**src/rtl/fu_div_ctrl.sv**
```systemverilog
// Divider sharing controller: round-robin issue to a single divider,
// result held on a CDB request until granted; flush drains and discards.
module fu_div_ctrl #(
    parameter int N_REQ  = 4,
    parameter int DATA_W = 32,
    parameter int TAG_W  = 5
) (
    input  logic                    clk,
    input  logic                    rst_n,
    input  logic [N_REQ-1:0]        req,
    input  logic [N_REQ*DATA_W-1:0] req_a,
    input  logic [N_REQ*DATA_W-1:0] req_b,
    input  logic [N_REQ*TAG_W-1:0]  req_tag,
    output logic [N_REQ-1:0]        grant,
    output logic                    div_en,
    output logic [DATA_W-1:0]       div_a,
    output logic [DATA_W-1:0]       div_b,
    input  logic [DATA_W-1:0]       div_res,
    input  logic                    div_finish,
    input  logic                    flush,
    output logic                    cdb_req,
    input  logic                    cdb_gnt,
    output logic [DATA_W-1:0]       cdb_data,
    output logic [TAG_W-1:0]        cdb_tag,
    output logic                    busy
);

    localparam int PTR_W = (N_REQ > 1) ? $clog2(N_REQ) : 1;

    typedef enum logic [2:0] {
        IDLE,
        ISSUE,
        WAIT,
        DRAIN,
        BCAST
    } state_t;

    state_t             state_q;
    state_t             state_d;
    logic [PTR_W-1:0]   rr_q;
    logic [PTR_W-1:0]   rr_d;
    logic [PTR_W-1:0]   win;
    logic               found;
    logic               take;
    logic [DATA_W-1:0]  a_q;
    logic [DATA_W-1:0]  b_q;
    logic [DATA_W-1:0]  data_q;
    logic [TAG_W-1:0]   tag_q;

    // First requester at or after rr_q, wrapping around.
    always_comb begin
        found = 1'b0;
        win   = '0;
        for (int k = 0; k < N_REQ; k++) begin
            if (!found && req[(int'(rr_q) + k) % N_REQ]) begin
                found = 1'b1;
                win   = PTR_W'((int'(rr_q) + k) % N_REQ);
            end
        end
        rr_d = PTR_W'((int'(win) + 1) % N_REQ);
    end

    always_comb begin
        state_d = state_q;
        grant   = '0;
        take    = 1'b0;
        div_en  = 1'b0;
        unique case (state_q)
            IDLE: begin
                if (found && !flush) begin
                    grant[win] = 1'b1;
                    take       = 1'b1;
                    state_d    = ISSUE;
                end
            end
            ISSUE: begin
                div_en  = 1'b1;
                state_d = flush ? DRAIN : WAIT;
            end
            WAIT: begin
                if (flush) begin
                    state_d = div_finish ? IDLE : DRAIN;
                end else if (div_finish) begin
                    state_d = BCAST;
                end
            end
            DRAIN: begin
                if (div_finish) begin
                    state_d = IDLE;
                end
            end
            BCAST: begin
                if (flush || cdb_gnt) begin
                    state_d = IDLE;
                end
            end
            default: state_d = IDLE;
        endcase
    end

    always_ff @(posedge clk or negedge rst_n) begin
        if (!rst_n) begin
            state_q <= IDLE;
            rr_q    <= '0;
            a_q     <= '0;
            b_q     <= '0;
            tag_q   <= '0;
            data_q  <= '0;
        end else begin
            state_q <= state_d;
            if (take) begin
                rr_q  <= rr_d;
                a_q   <= req_a[int'(win)*DATA_W +: DATA_W];
                b_q   <= req_b[int'(win)*DATA_W +: DATA_W];
                tag_q <= req_tag[int'(win)*TAG_W +: TAG_W];
            end
            if (state_q == WAIT && div_finish && !flush) begin
                data_q <= div_res;
            end
        end
    end

    assign div_a    = a_q;
    assign div_b    = b_q;
    assign cdb_data = data_q;
    assign cdb_tag  = tag_q;
    assign cdb_req  = (state_q == BCAST);
    assign busy     = (state_q != IDLE);

endmodule

```
**config.mk**
```make
export PLATFORM = sky130hd
export DESIGN_NAME = fu_div_ctrl
export DESIGN_NICKNAME = d
export VERILOG_FILES = /design/src/rtl/fu_div_ctrl.sv
export SDC_FILE = /design/constraint.sdc
export NUM_CORES = 1
export LEC_CHECK = 0
export BUFFER_PORTS_ARGS = -buffer_cell sky130_fd_sc_hd__buf_2
export CAP_MARGIN = 0
export CELL_PAD_IN_SITES_DETAIL_PLACEMENT = 0
export CELL_PAD_IN_SITES_GLOBAL_PLACEMENT = 2
export CORE_ASPECT_RATIO = 0.6
export CORE_MARGIN = 2
export CORE_UTILIZATION = 25
export CTS_BUF_LIST = sky130_fd_sc_hd__clkbuf_4 sky130_fd_sc_hd__clkbuf_8 sky130_fd_sc_hd__clkbuf_16
export DETAILED_ROUTE_END_ITERATION = 10
export HOLD_SLACK_MARGIN = 0.05
export PLACE_DENSITY = 0.95
export SLEW_MARGIN = 20
export SYNTH_ARGS = -nofsm -noshare
export SYNTH_HDL_FRONTEND = slang
export SYNTH_SLANG_ARGS = --single-unit
```
**constraint.sdc**
```tcl
create_clock -name clk -period 4.3 [get_ports clk]
set_input_delay 0 -clock clk [delete_from_list [all_inputs] [get_ports clk]]
set_output_delay 0 -clock clk [all_outputs]
set_load 0.03 [all_outputs]
```
After elaboration in Yosys (flattened, before gate mapping)
Index checks and enable logic that the tools add are counted.
Storage, ports and cells
  output and inout port bits: 108
  logic and storage cells: 83
  bits of input ports: 317
  flip-flop bits (word level): 106
Cells by class
  muxes and demuxes: 34
  shift operators: 3
  eq/ne operators: 8
  magnitude comparators: 6
  multiply operators: 1
  bitwise gates (word level): 3
  reduce and logical (&&, ||, !) cells: 18
  add/subtract/negate cells: 4
Operators with widths (number)
  variable part select 128 x 8 -> 32 bit: 2
  variable part select 20 x 6 -> 5 bit: 1
  two-way mux 1 bit: 16
  two-way mux 3 bit: 5
  one-hot mux 3 bit (5 select lines): 1
  < comparator 3 x 4 -> 1 bit (second input constant): 3
  two-way mux 2 bit: 5
  binary-select mux 1 bit (select 2 bit): 4
  two-way mux 4 bit: 2
  logical AND 1 bit: 7
  equality test 3 x 2 -> 1 bit (second input constant): 2
  < comparator 2 x 3 -> 1 bit (second input constant): 2
  OR reduction 2 bit: 3
  multiplier 2 x 3 -> 5 bit (second input constant): 1
  adder 2 x 1 -> 2 bit (second input constant): 2
  adder 2 bit (second input constant): 2
  zero test 1 bit: 4
  != test 2 bit (second input constant): 2
  AND reduction 4 bit: 1
  AND 1 bit (first input constant): 3
  equality test 3 x 1 -> 1 bit (second input constant): 1
  equality test 3 bit (second input constant): 1
  zero test 3 bit: 1
  != test 3 bit (second input constant): 1
  other kinds (5): 5

Longest topological paths before layout
Gate-level depths: netlist (run 1).
  depth in word-level cells: 20
  depth in mapped cells: 8
  gate-level depth less buffers: 5

Least setup slack after synthesis (run 1)
No wires, ideal clock.
  path type: register to output
  start point: register rr_q[1]
  end point: output port grant[3]
  slack: 2441 ps
  arrival time: 1859 ps
  required time: 4300 ps
  cell stages (with the launch flop): 8
  path buffers: 3
  cells stage by stage: dfrtp_1 > nand2_1 > or2_1 > buf_2 > nand3_4 > buf_6 > buf_4 > nor3_1
Between the ends
  word-level cells in the longest chain between the ends: 18
  elaborated cells between the ends (all ways): 36
  those cells by class: 3 x add/sub; 2 x order compare; 23 x mux; 8 x reduce/logical
Ends and longest elaborated chain
  start: declaration: line 40  | logic [PTR_W-1:0] rr_q;
  start signal: assignment: line 112  | rr_q <= rr_d;
  adder 2 x 1 -> 2 bit or binary-select mux 1 bit (select 2 bit) (tied branches): line 55, 57
  binary-select mux 1 bit (select 2 bit) or two-way mux 1 bit (tied branches): line 55  | if (!found && req[(int'(rr_q) + k) % N_REQ]) begin
  two-way mux 1 bit (implied by the code): line 55
  two-way mux 1 bit (implied by the code) or zero test 1 bit (tied branches): line 55
  logical AND 1 bit: line 55
  two-way mux 1 bit: line 55
  zero test 1 bit: line 55
  logical AND 1 bit: line 55
  (+2 left out)
  logical AND 1 bit: line 55
  two-way mux 2 bit: line 55
  < comparator 2 x 3 -> 1 bit (implied by the code) or >= comparator 2 x 1 -> 1 bit (tied branches): line 71  | grant[win] = 1'b1;
  logical AND 1 bit (implied by the code): line 71
  two-way mux 1 bit (implied by the code): line 71
  demux 1 bit (select 2 bit): line 71
  two-way mux 4 bit *: line 70  | if (found && !flush) begin
  two-way mux 4 bit *: line 68  | unique case (state_q)
  end: declaration: line 14  | output logic [N_REQ-1:0] grant,
Every way passes the cells marked *; elsewhere a longest branch is shown, timed or not. The select of a mux whose other input is x is not followed.

Worst setup path in the final report (run 1)
  start point: register rr_q[1]
  end point: register a_q[18] (netlist: div_a[18])
Between the ends
  word-level cells in the longest chain between the ends: 15
  elaborated cells between the ends (all ways): 32
  those cells by class: 3 x add/sub; 1 x shift; 21 x mux; 7 x reduce/logical
Ends and longest elaborated chain
  branches (longest 15 deep; another with adder 2 x 1 -> 2 bit)
  end signal: assignment: line 113  | a_q <= req_a[int'(win)*DATA_W +: DATA_W];
  end: declaration: line 45  | logic [DATA_W-1:0] a_q;
Parallel ways; which one is timed is not known. The select of a mux whose other input is x is not followed.
A chain may end at the register's enable or synchronous reset.

==> impl_metrics.tcl, run 1 <==
set metrics [dict create \
    netlist_instances 584 \
    r2r-start "rr_q[1]" \
    setup_fix_buffers_added_after_clock_tree_synthesis 0 \
    max_clk_rate_mhz 252 \
    port-buffer-count 424 \
    cap_violations 0 \
    period_needed_ps 3970 \
    setup.worst_path.start_class "register" \
    cts-htree-levels 3 \
    whs_endpoint "div_b[21]" \
    clock_tree.root_cell "clkbuf_16" \
    grt_first_pass_wirelength_um 44500 \
    initialDrtViolationCount 479 \
    nets 1508 \
    finalMaxSlewViolations 0 \
    timing.final.hold_violations 0 \
    syn_area_per_cell_sq_um 10.7 \
    detailed_place_hpwl_um 19600 \
    reg2reg_to "div_a[18]" \
    setup_total_negative_slack_ps 0 \
    detail_route.first_pass.iterations 8 \
    slew_headroom_pct 33.3 \
    clkSlewWorstSetupHoldPaths_ps 80 \
    final_antenna_net_count 0 \
    track_usage_pct 21.9 \
    maximum_number_of_pins_on_one_net_before_global_route_repair 75 \
    numClockSinks 106 \
    use_met2_pct 39.1 \
    netlist_area_sq_um 6260 \
    worst-setup-path-type "reg -> reg" \
    failed_checks "DRC" \
    arrival_time_at_the_worst_endpoint_ps 4280 \
    synth.yosys.warnings 0 \
    outcome "finished with violations" \
    r2r_setup_slack_ps 330 \
    wl_per_cell_um 19.4 \
    hold_path_depth 3 \
    totalWireLength_um 29500 \
    rows 44 \
    static-leakage-power_nw 5.20 \
    clock_insertion_delay_worst_skew_ps 380 \
    synth_cell_types 35 \
    power_per_cell_area_nw_per_um2 623 \
    globalRoute.totalOverflow 0 \
    global_route.usage.met1_pct 24.8 \
    chipHeight_um 127 \
    grt_util_met3_pct 6.31 \
    vias_per_cell 4.92 \
    area.growth.synth_to_final_pct 78.2 \
    cp.required_ps 4610 \
    yosysSeqAreaShare_pct 42.4 \
    post_placement_setup_slack_ps 1330 \
    fp.dieW_um 208 \
    power.ir.vdd_worst_mv 0.417 \
    grt_setup_unrepaired "no" \
    tritoncts "done" \
    final_common_cell "buf_2" \
    dpl_cell_area_sq_um 8590 \
    worst_slew_pin_slew_ps 1000 \
    timing.hold.worst.class "in -> reg" \
    report.final.setup_viol 0 \
    setup_ws_ps 329 \
    synth_fp_nets 901 \
    initial_core_util_pct 25.7 \
    antenna_violations_before_repair 11 \
    finalCritPeriodShare_pct 92.4 \
    first_global_vias 7785 \
    stdcell_area_sq_um 11200 \
    number_of_buffers_added_by_the_clock_tree_synthesis_step 9 \
    fin_worst_skew_ps 9.24 \
    gpl.final_weighted_congestion 0.854 \
    final_cell_mix "buf_2 (423), dlygate4sd3_1 (221), dfrtp_1 (106)" \
    drt_drc_violations_left 1 \
    core_region_area_sq_um 24400 \
    dieArea_sq_um 26400 \
    clockBufferDepth 2 \
    r2r_worst_path_depth 8 \
    synth-seq-cells 106 \
    ioPinCount 425 \
    timing.critical_path.fanout_max 45 \
    top_usage_layer_grt "met2" \
    end_kind "register" \
    final_layout_size_suffix_gt1_share_pct 42.7 \
    hold_start "req_b[21]" \
    detailroute.via_count 7496 \
]
-- how the worst max path moves through the flow --
stage	from	endpoint	slack (ps)	cells past startpoint
after floorplan	rr_q[1]	grant[3]	2440	7
after global placement	rr_q[1]	div_a[19]	1430	6
after detailed placement	rr_q[1]	div_b[27]	1330	6
after CTS	rr_q[1]	div_a[2]	340	8
after global routing	rr_q[1]	div_b[27]	70	8
final	rr_q[1]	div_a[18]	330	8
-- flip-flops by register name, summed over array words and instances, names as in the netlist --
register / cells
rr_q: 2
state_q: 3
cdb_data: 32
div_a: 32
cdb_tag: 5
div_b: 32
-- cells in the mapped netlist --
master    instances  area (sq um)
a211oi_1         59           443
a211oi_2         12           150
a21o_1            2          15.0
a21oi_1           3          15.0
a221oi_1         59           517
a221oi_2         10           150
a311oi_1          1          8.76
and2_1           72           450
and3_1            2          12.5
buf_1             3          11.3
buf_2            11          55.1
buf_4             4          30.0
buf_6            12           135
clkbuf_1         28           105
dfrtp_1         106          2650
inv_1             1          3.75
mux2_2           32           360
mux2i_1          70           701
nand2_1           3          11.3
nand2b_1          2          12.5
nand3_4           1          17.5
nor2_1           75           282
nor2_2            1          6.26
nor2b_1           1          6.26
nor3_1            3          15.0
nor3b_1           1          7.51
nor4_1            1          6.26
nor4_2            1          12.5
nor4b_2           1          15.0
o21ai_2           1          8.76
o21bai_1          1          7.51
or2_1             2          12.5
or2_4             1          8.76
or3_1             1          6.26
xnor2_1           1          8.76
-- final cells by class --
class / count / area (sq um)
fillers: 2308 / 13200
repair buffers: 654 / 4450
multi-input cells: 419 / 3300
flip-flops and latches: 106 / 2650
well taps: 322 / 403
clock buffers: 9 / 225
clock inverters: 7 / 108
diodes: 6 / 15.0
inverters: 1 / 3.75
-- cells by family after synthesis --
family,share of synthesized area [%]
muxes,16.9
AOI/OAI and AO/OA,21.0
DFF,42.4
xor gates and xnor gates,0.140
buffers and inverters,5.44
and+or+nand+nor,14.1
-- repair_timing --
item                                    in CTS  in global routing
hold endpoints to repair                   176                  0
hold buffers                               221                  0
gates resized for setup                      0                  0
endpoints found under the setup margin       0                  0
-- critical path: stages (launching register included) --
cell and delay, ps:
dfrtp_1 430, nand2_1 100, or2_2 540, nand3_4 740, buf_12 460, mux2i_1 150
dlygate4sd3_1 600, a211oi_1 250, dlygate4sd3_1 580
-- where the power goes --
group,switching [mW],internal (mW)
Clock,0.460,0.475
Sequential,0.291,1.49
Combinational,2.42,1.81
-- metal layers --
metal / share of wire (%) / wire, um
met1: 38 / 11400
met2: 51 / 15000
met3: 7.6 / 2240
met4: 3.2 / 933
met5: 0.071 / 21
-- metrics by stage --
step                      std cells  utilization (%)  hold WS, ps  power, mW
final                          1524             45.7         53.3       6.95
after global routing           1524             45.7         85.7       7.35
after CTS                      1518             45.6         55.4       6.93
after detailed placement       1281             35.2          235       5.19
after global placement         1281             35.2          232       5.13
after floorplan                 584                -         -296       4.15
(Power assumes the default switching activity.)
==> inputs of run 2 (changes only) <==
==> constraint.sdc (replaced) <==
create_clock -name clk -period 4.3 [get_ports clk]
set_input_delay 1.29 -clock clk [delete_from_list [all_inputs] [get_ports clk]]
set_output_delay 1.29 -clock clk [all_outputs]
set_load 0.03 [all_outputs]
==> run 2 against run 1 <==
Against the previous run:
- the run still ends with DRC left
- largest power group unchanged
- register-to-register slack better by 1600 ps
- maximum frequency up 4.4%
- hold slack better by 450 ps
- power down 13%
- first-iteration DRC count down 19%
- critical path depth down 2
- setup slack better by 170 ps
- combinational power down 21%
- clock skew up 4.4 ps
- sequential power about the same
- flip-flop and latch count unchanged
- non-clock buffer count down 218
==> impl_metrics.tcl, run 2 (synthesis gave the netlist of run 1 again) <==
set metrics [dict create \
    period_needed_ps 3810 \
    nets 1290 \
    detail_route.first_pass.iterations 7 \
    area.growth.synth_to_final_pct 43.1 \
    power.ir.vdd_worst_mv 0.471 \
    fp.dieW_um 208 \
    end_of_flow_core_utilization_pct 36.7 \
    first_global_vias 6569 \
    maximum_number_of_pins_on_one_net_before_global_route_repair 140 \
    failed_checks "DRC" \
    initial_core_util_pct 25.7 \
    drt_drc_violations_left 2 \
    fin_total_pwr_mw 6.05 \
    tritoncts "done" \
    final_common_cell "buf_2" \
    core_region_area_sq_um 24400 \
    final_antenna_net_count 0 \
    clock_insertion_delay_worst_skew_ps 370 \
    setup_fix_buffers_added_after_clock_tree_synthesis 0 \
    number_of_buffers_added_by_the_clock_tree_synthesis_step 9 \
    cap_violations 0 \
    arrival_time_at_the_worst_endpoint_ps 2520 \
    initialDrtViolationCount 389 \
    wl_per_cell_um 19.7 \
    fin_worst_skew_ps 13.6 \
    cpMostUsedCell "buf_2" \
    gpl.final_weighted_congestion 0.847 \
    chipHeight_um 127 \
    cpLargestDelayFamily "simple AND/OR/NAND/NOR gates" \
    worst-setup-path-type "in -> out" \
    timing.critical_path.slowest_stage_cell "a311oi_1" \
    grt_setup_unrepaired "no" \
    detailed_place_hpwl_um 19400 \
    post_cts_resized 0 \
    dieArea_sq_um 26400 \
    setup.worst_path.start_class "input port" \
    final_cell_mix "buf_2 (423), dfrtp_1 (106), nor2_1 (75)" \
    detailroute.via_count 6416 \
    antenna_violations_before_repair 9 \
    cts-htree-levels 3 \
    clockBufferDepth 2 \
    filler_cell_count 2544 \
    end_kind "output port" \
    globalRoute.totalOverflow 0 \
    rows 44 \
    slew_headroom_pct 36.5 \
    totalWireLength_um 25800 \
    track_usage_pct 19.3 \
    final_layout_size_suffix_gt1_share_pct 52.6 \
    cp_slowest_stage_delay_ps 290 \
    cp.required_ps 3010 \
    finalCritPeriodShare_pct 88.5 \
    timing.hold.worst.class "reg -> reg" \
    report.final.setup_viol 0 \
    crit_chain "buf_2 -> nor2b_1 -> a311oi_1 -> or2_1 -> and3_1 -> buf_2" \
    timing.final.hold_violations 0 \
    clock_tree.root_cell "clkbuf_16" \
    setup_total_negative_slack_ps 0 \
    grt_first_pass_wirelength_um 39100 \
    numClockSinks 106 \
    clkSlewWorstSetupHoldPaths_ps 90 \
    timing.critical_path.fanout_max 5 \
    ioPinCount 425 \
    finalMaxSlewViolations 0 \
    port-buffer-count 424 \
    static-leakage-power_nw 4.33 \
    outcome "finished with violations" \
    vias_per_cell 4.91 \
    max_clk_rate_mhz 263 \
    power_per_cell_area_nw_per_um2 676 \
    number_of_buffers_inserted_by_hold_repair_at_cts 0 \
    worst_slew_pin_slew_ps 952 \
    critical_path_buf_inv_count 2 \
]
[run 2: cell count changes in the layout (fill, tap and decap cells not counted)]
| cell | change |
|---|---|
| buf_4 | +4 |
| buf_6 | -1 |
| clkinv_4 | -1 |
| clkinvlp_4 | +1 |
| diode_2 | +1 |
| dlygate4sd3_1 | -221 |
[run 2: cell type report]
cell class	instances	area [sq um]	share of cell area, %
timing repair buffer	436	2250	25.1
clock buffer	9	225	2.51
multi-input combinational	419	3300	36.8
tap	322	403	4.50
sequential	106	2650	29.6
clock inverter	7	106	1.19
antenna	7	17.5	0.196
inverter	1	3.75	0.0419
[run 2: stage by stage]
stage / std cells / cell area (sq um) / worst slack (ps) / hold slack [ps]
after floorplan: 584 / 6260 / 282 / 491
after global placement: 1284 / 8610 / 499 / 486
after detailed placement: 1284 / 8610 / 486 / 491
after CTS: 1300 / 8940 / 485 / 511
after global routing: 1304 / 8950 / 396 / 522
final: 1307 / 8960 / 495 / 507
[run 2: path summary, 6_finish.rpt]
check	from	endpoint	slack [ps]	cells after the start
hold reg to reg	cdb_data[17]	cdb_data[17]	510	1
setup reg to reg	state_q[2]	div_b[0]	1970	6
max in group asynchronous	rst_n	div_a[8]	2550	2
setup / recovery	req[2]	grant[1]	490	6
min in group asynchronous	rst_n	cdb_data[13]	970	1
hold / removal	cdb_data[17]	cdb_data[17]	510	1
[run 2: where the power goes]
part / internal, mW / switching, mW
Clock: 0.474 / 0.447
Combinational: 1.13 / 2.22
Sequential: 1.50 / 0.281
[run 2: metal layers]
| metal | GRT usage [%] | vias to the layer above | routed length, um |
|---|---|---|---|
| li1 | - | 2991 | - |
| met4 | 4.70 | 2 | 408 |
| met3 | 6.64 | 28 | 2000 |
| met1 | 23.0 | 3124 | 10700 |
| met5 | 0 | - | 13 |
| met2 | 33.5 | 271 | 12700 |
==> inputs of run 3 (changes only) <==
--- a/config.mk
+++ b/config.mk
@@ -13,9 +13,10 @@
 export CORE_MARGIN = 2
 export CORE_UTILIZATION = 25
 export CTS_BUF_LIST = sky130_fd_sc_hd__clkbuf_4 sky130_fd_sc_hd__clkbuf_8 sky130_fd_sc_hd__clkbuf_16
+export CTS_CLUSTER_SIZE = 16
 export DETAILED_ROUTE_END_ITERATION = 10
 export HOLD_SLACK_MARGIN = 0.05
-export PLACE_DENSITY = 0.95
+export PLACE_DENSITY_LB_ADDON = 0.1
 export SLEW_MARGIN = 20
 export SYNTH_ARGS = -nofsm -noshare
 export SYNTH_HDL_FRONTEND = slang
==> run 3 against run 2 <==
Against the previous run:
- the flow now finishes without violations
- die area stayed put
- power is 0.78% higher
- setup slack worse by 180 ps
- clock skew is 1.8 ps higher
- sequential share of layout area hardly changed
- critical path type unchanged
- largest power group unchanged
==> impl_metrics.tcl, run 3 (synthesis gave the netlist of run 1 again) <==
set metrics [dict create \
    clock_tree.root_cell "clkbuf_16" \
    timing.critical_path.fanout_max 4 \
    rows 44 \
    critical_path.endpoint "grant[3]" \
    end_kind "output port" \
    drt_drc_violations_left 0 \
    cp.required_ps 3010 \
    number_of_buffers_added_by_the_clock_tree_synthesis_step 9 \
    clkSlewWorstSetupHoldPaths_ps 70 \
    totalWireLength_um 26100 \
    end_of_flow_core_utilization_pct 36.7 \
    core_region_area_sq_um 24400 \
    ioPinCount 425 \
    final_antenna_net_count 0 \
    track_usage_pct 19.5 \
    wl_per_cell_um 20.0 \
    setup_fix_buffers_added_after_clock_tree_synthesis 0 \
    static-leakage-power_nw 4.32 \
    fin_worst_skew_ps 15.4 \
    final_common_cell "buf_2" \
    tritoncts "done" \
    port-buffer-count 424 \
    initial_core_util_pct 25.7 \
    report.final.setup_viol 0 \
    first_global_vias 6138 \
    worst_slew_pin_slew_ps 1030 \
    cap_violations 0 \
    globalRoute.totalOverflow 0 \
    maximum_number_of_pins_on_one_net_before_global_route_repair 140 \
    power.ir.vdd_worst_mv 0.351 \
    clock_insertion_delay_worst_skew_ps 360 \
    detail_route.first_pass.iterations 5 \
    detailed_place_hpwl_um 19100 \
    finalMaxSlewViolations 0 \
    chipHeight_um 127 \
    r2r-start "state_q[2]" \
    outcome "finished clean" \
    r2r_worst_path_depth 6 \
    finalCritPeriodShare_pct 92.6 \
    area.growth.synth_to_final_pct 42.9 \
    period_needed_ps 3980 \
    worst-setup-path-type "in -> out" \
    post_cts_resized 0 \
    grt_setup_unrepaired "no" \
    setup.worst_path.start_class "input port" \
    reg2reg_to "div_b[2]" \
    power_per_cell_area_nw_per_um2 682 \
    nets 1287 \
    detailroute.via_count 6190 \
    initialDrtViolationCount 220 \
    setup_ws_ps 320 \
    setup_total_negative_slack_ps 0 \
    slew_headroom_pct 31.0 \
    dpl.cell_count 1281 \
    number_of_buffers_inserted_by_hold_repair_at_cts 0 \
    r2r_setup_slack_ps 1870 \
    timing.final.hold_violations 0 \
    post_placement_setup_slack_ps 312 \
    numClockSinks 106 \
    vias_per_cell 4.74 \
    clockBufferDepth 2 \
    final_cells 1305 \
    fp.dieW_um 208 \
    grt_first_pass_wirelength_um 38900 \
    dieArea_sq_um 26400 \
    antenna_violations_before_repair 12 \
    crit_path_start "req[0]" \
    cts-htree-levels 3 \
    final_layout_size_suffix_gt1_share_pct 52.4 \
    arrival_time_at_the_worst_endpoint_ps 2690 \
    max_clk_rate_mhz 251 \
    gpl.final_weighted_congestion 0.772 \
    final_cell_mix "buf_2 (423), dfrtp_1 (106), nor2_1 (75)" \
    timing.hold.worst.class "reg -> reg" \
]
==> run 3: metrics by stage <==
stage / power (mW) / area [sq um] / hold WS [ps]
floorplan: 4.15 / 6260 / 491
global route: 6.49 / 8930 / 524
detailed placement: 5.25 / 8600 / 490
finish: 6.10 / 8940 / 505
CTS: 6.21 / 8920 / 507
global placement: 5.27 / 8600 / 486
==> run 3: worst min path at each step <==
stage,from,to,slack [ps],depth (start not counted)
after detailed placement,cdb_data[2],cdb_data[2],490,1
after floorplan,state_q[2],state_q[0],490,1
after CTS,cdb_data[2],cdb_data[2],510,1
after global placement,cdb_data[14],cdb_data[14],490,1
after global routing,cdb_data[2],cdb_data[2],520,1
final,cdb_data[2],cdb_data[2],500,1
==> run 3: layout make-up <==
| type | count | area [sq um] |
|---|---|---|
| fillers | 2590 | 15400 |
| inverters | 1 | 3.75 |
| well taps | 322 | 403 |
| repair buffers | 433 | 2240 |
| clock buffers | 11 | 246 |
| clock inverters | 5 | 77.6 |
| diodes | 8 | 20.0 |
| multi-input cells | 419 | 3300 |
| flip-flops and latches | 106 | 2650 |
==> run 3: worst max-delay path: stages <==
cell and delay, ps:
buf_2 120, nor4_1 660, nor3_1 160, nand2_1 210, nor3_1 60, buf_2 180
==> run 3: report_power, final <==
| part | internal, mW | switching [mW] |
|---|---|---|
| logic | 1.14 | 2.28 |
| clock network | 0.532 | 0.398 |
| registers | 1.50 | 0.261 |
| total | 3.17 | 2.94 |
==> run 3: per-layer routing <==
| layer | wire length [um] | GRT usage (%) |
|---|---|---|
| met3 | 2090 | 7.33 |
| met4 | 423 | 4.87 |
| met5 | 56 | 0 |
| met2 | 12300 | 31.9 |
| met1 | 11200 | 24.3 |
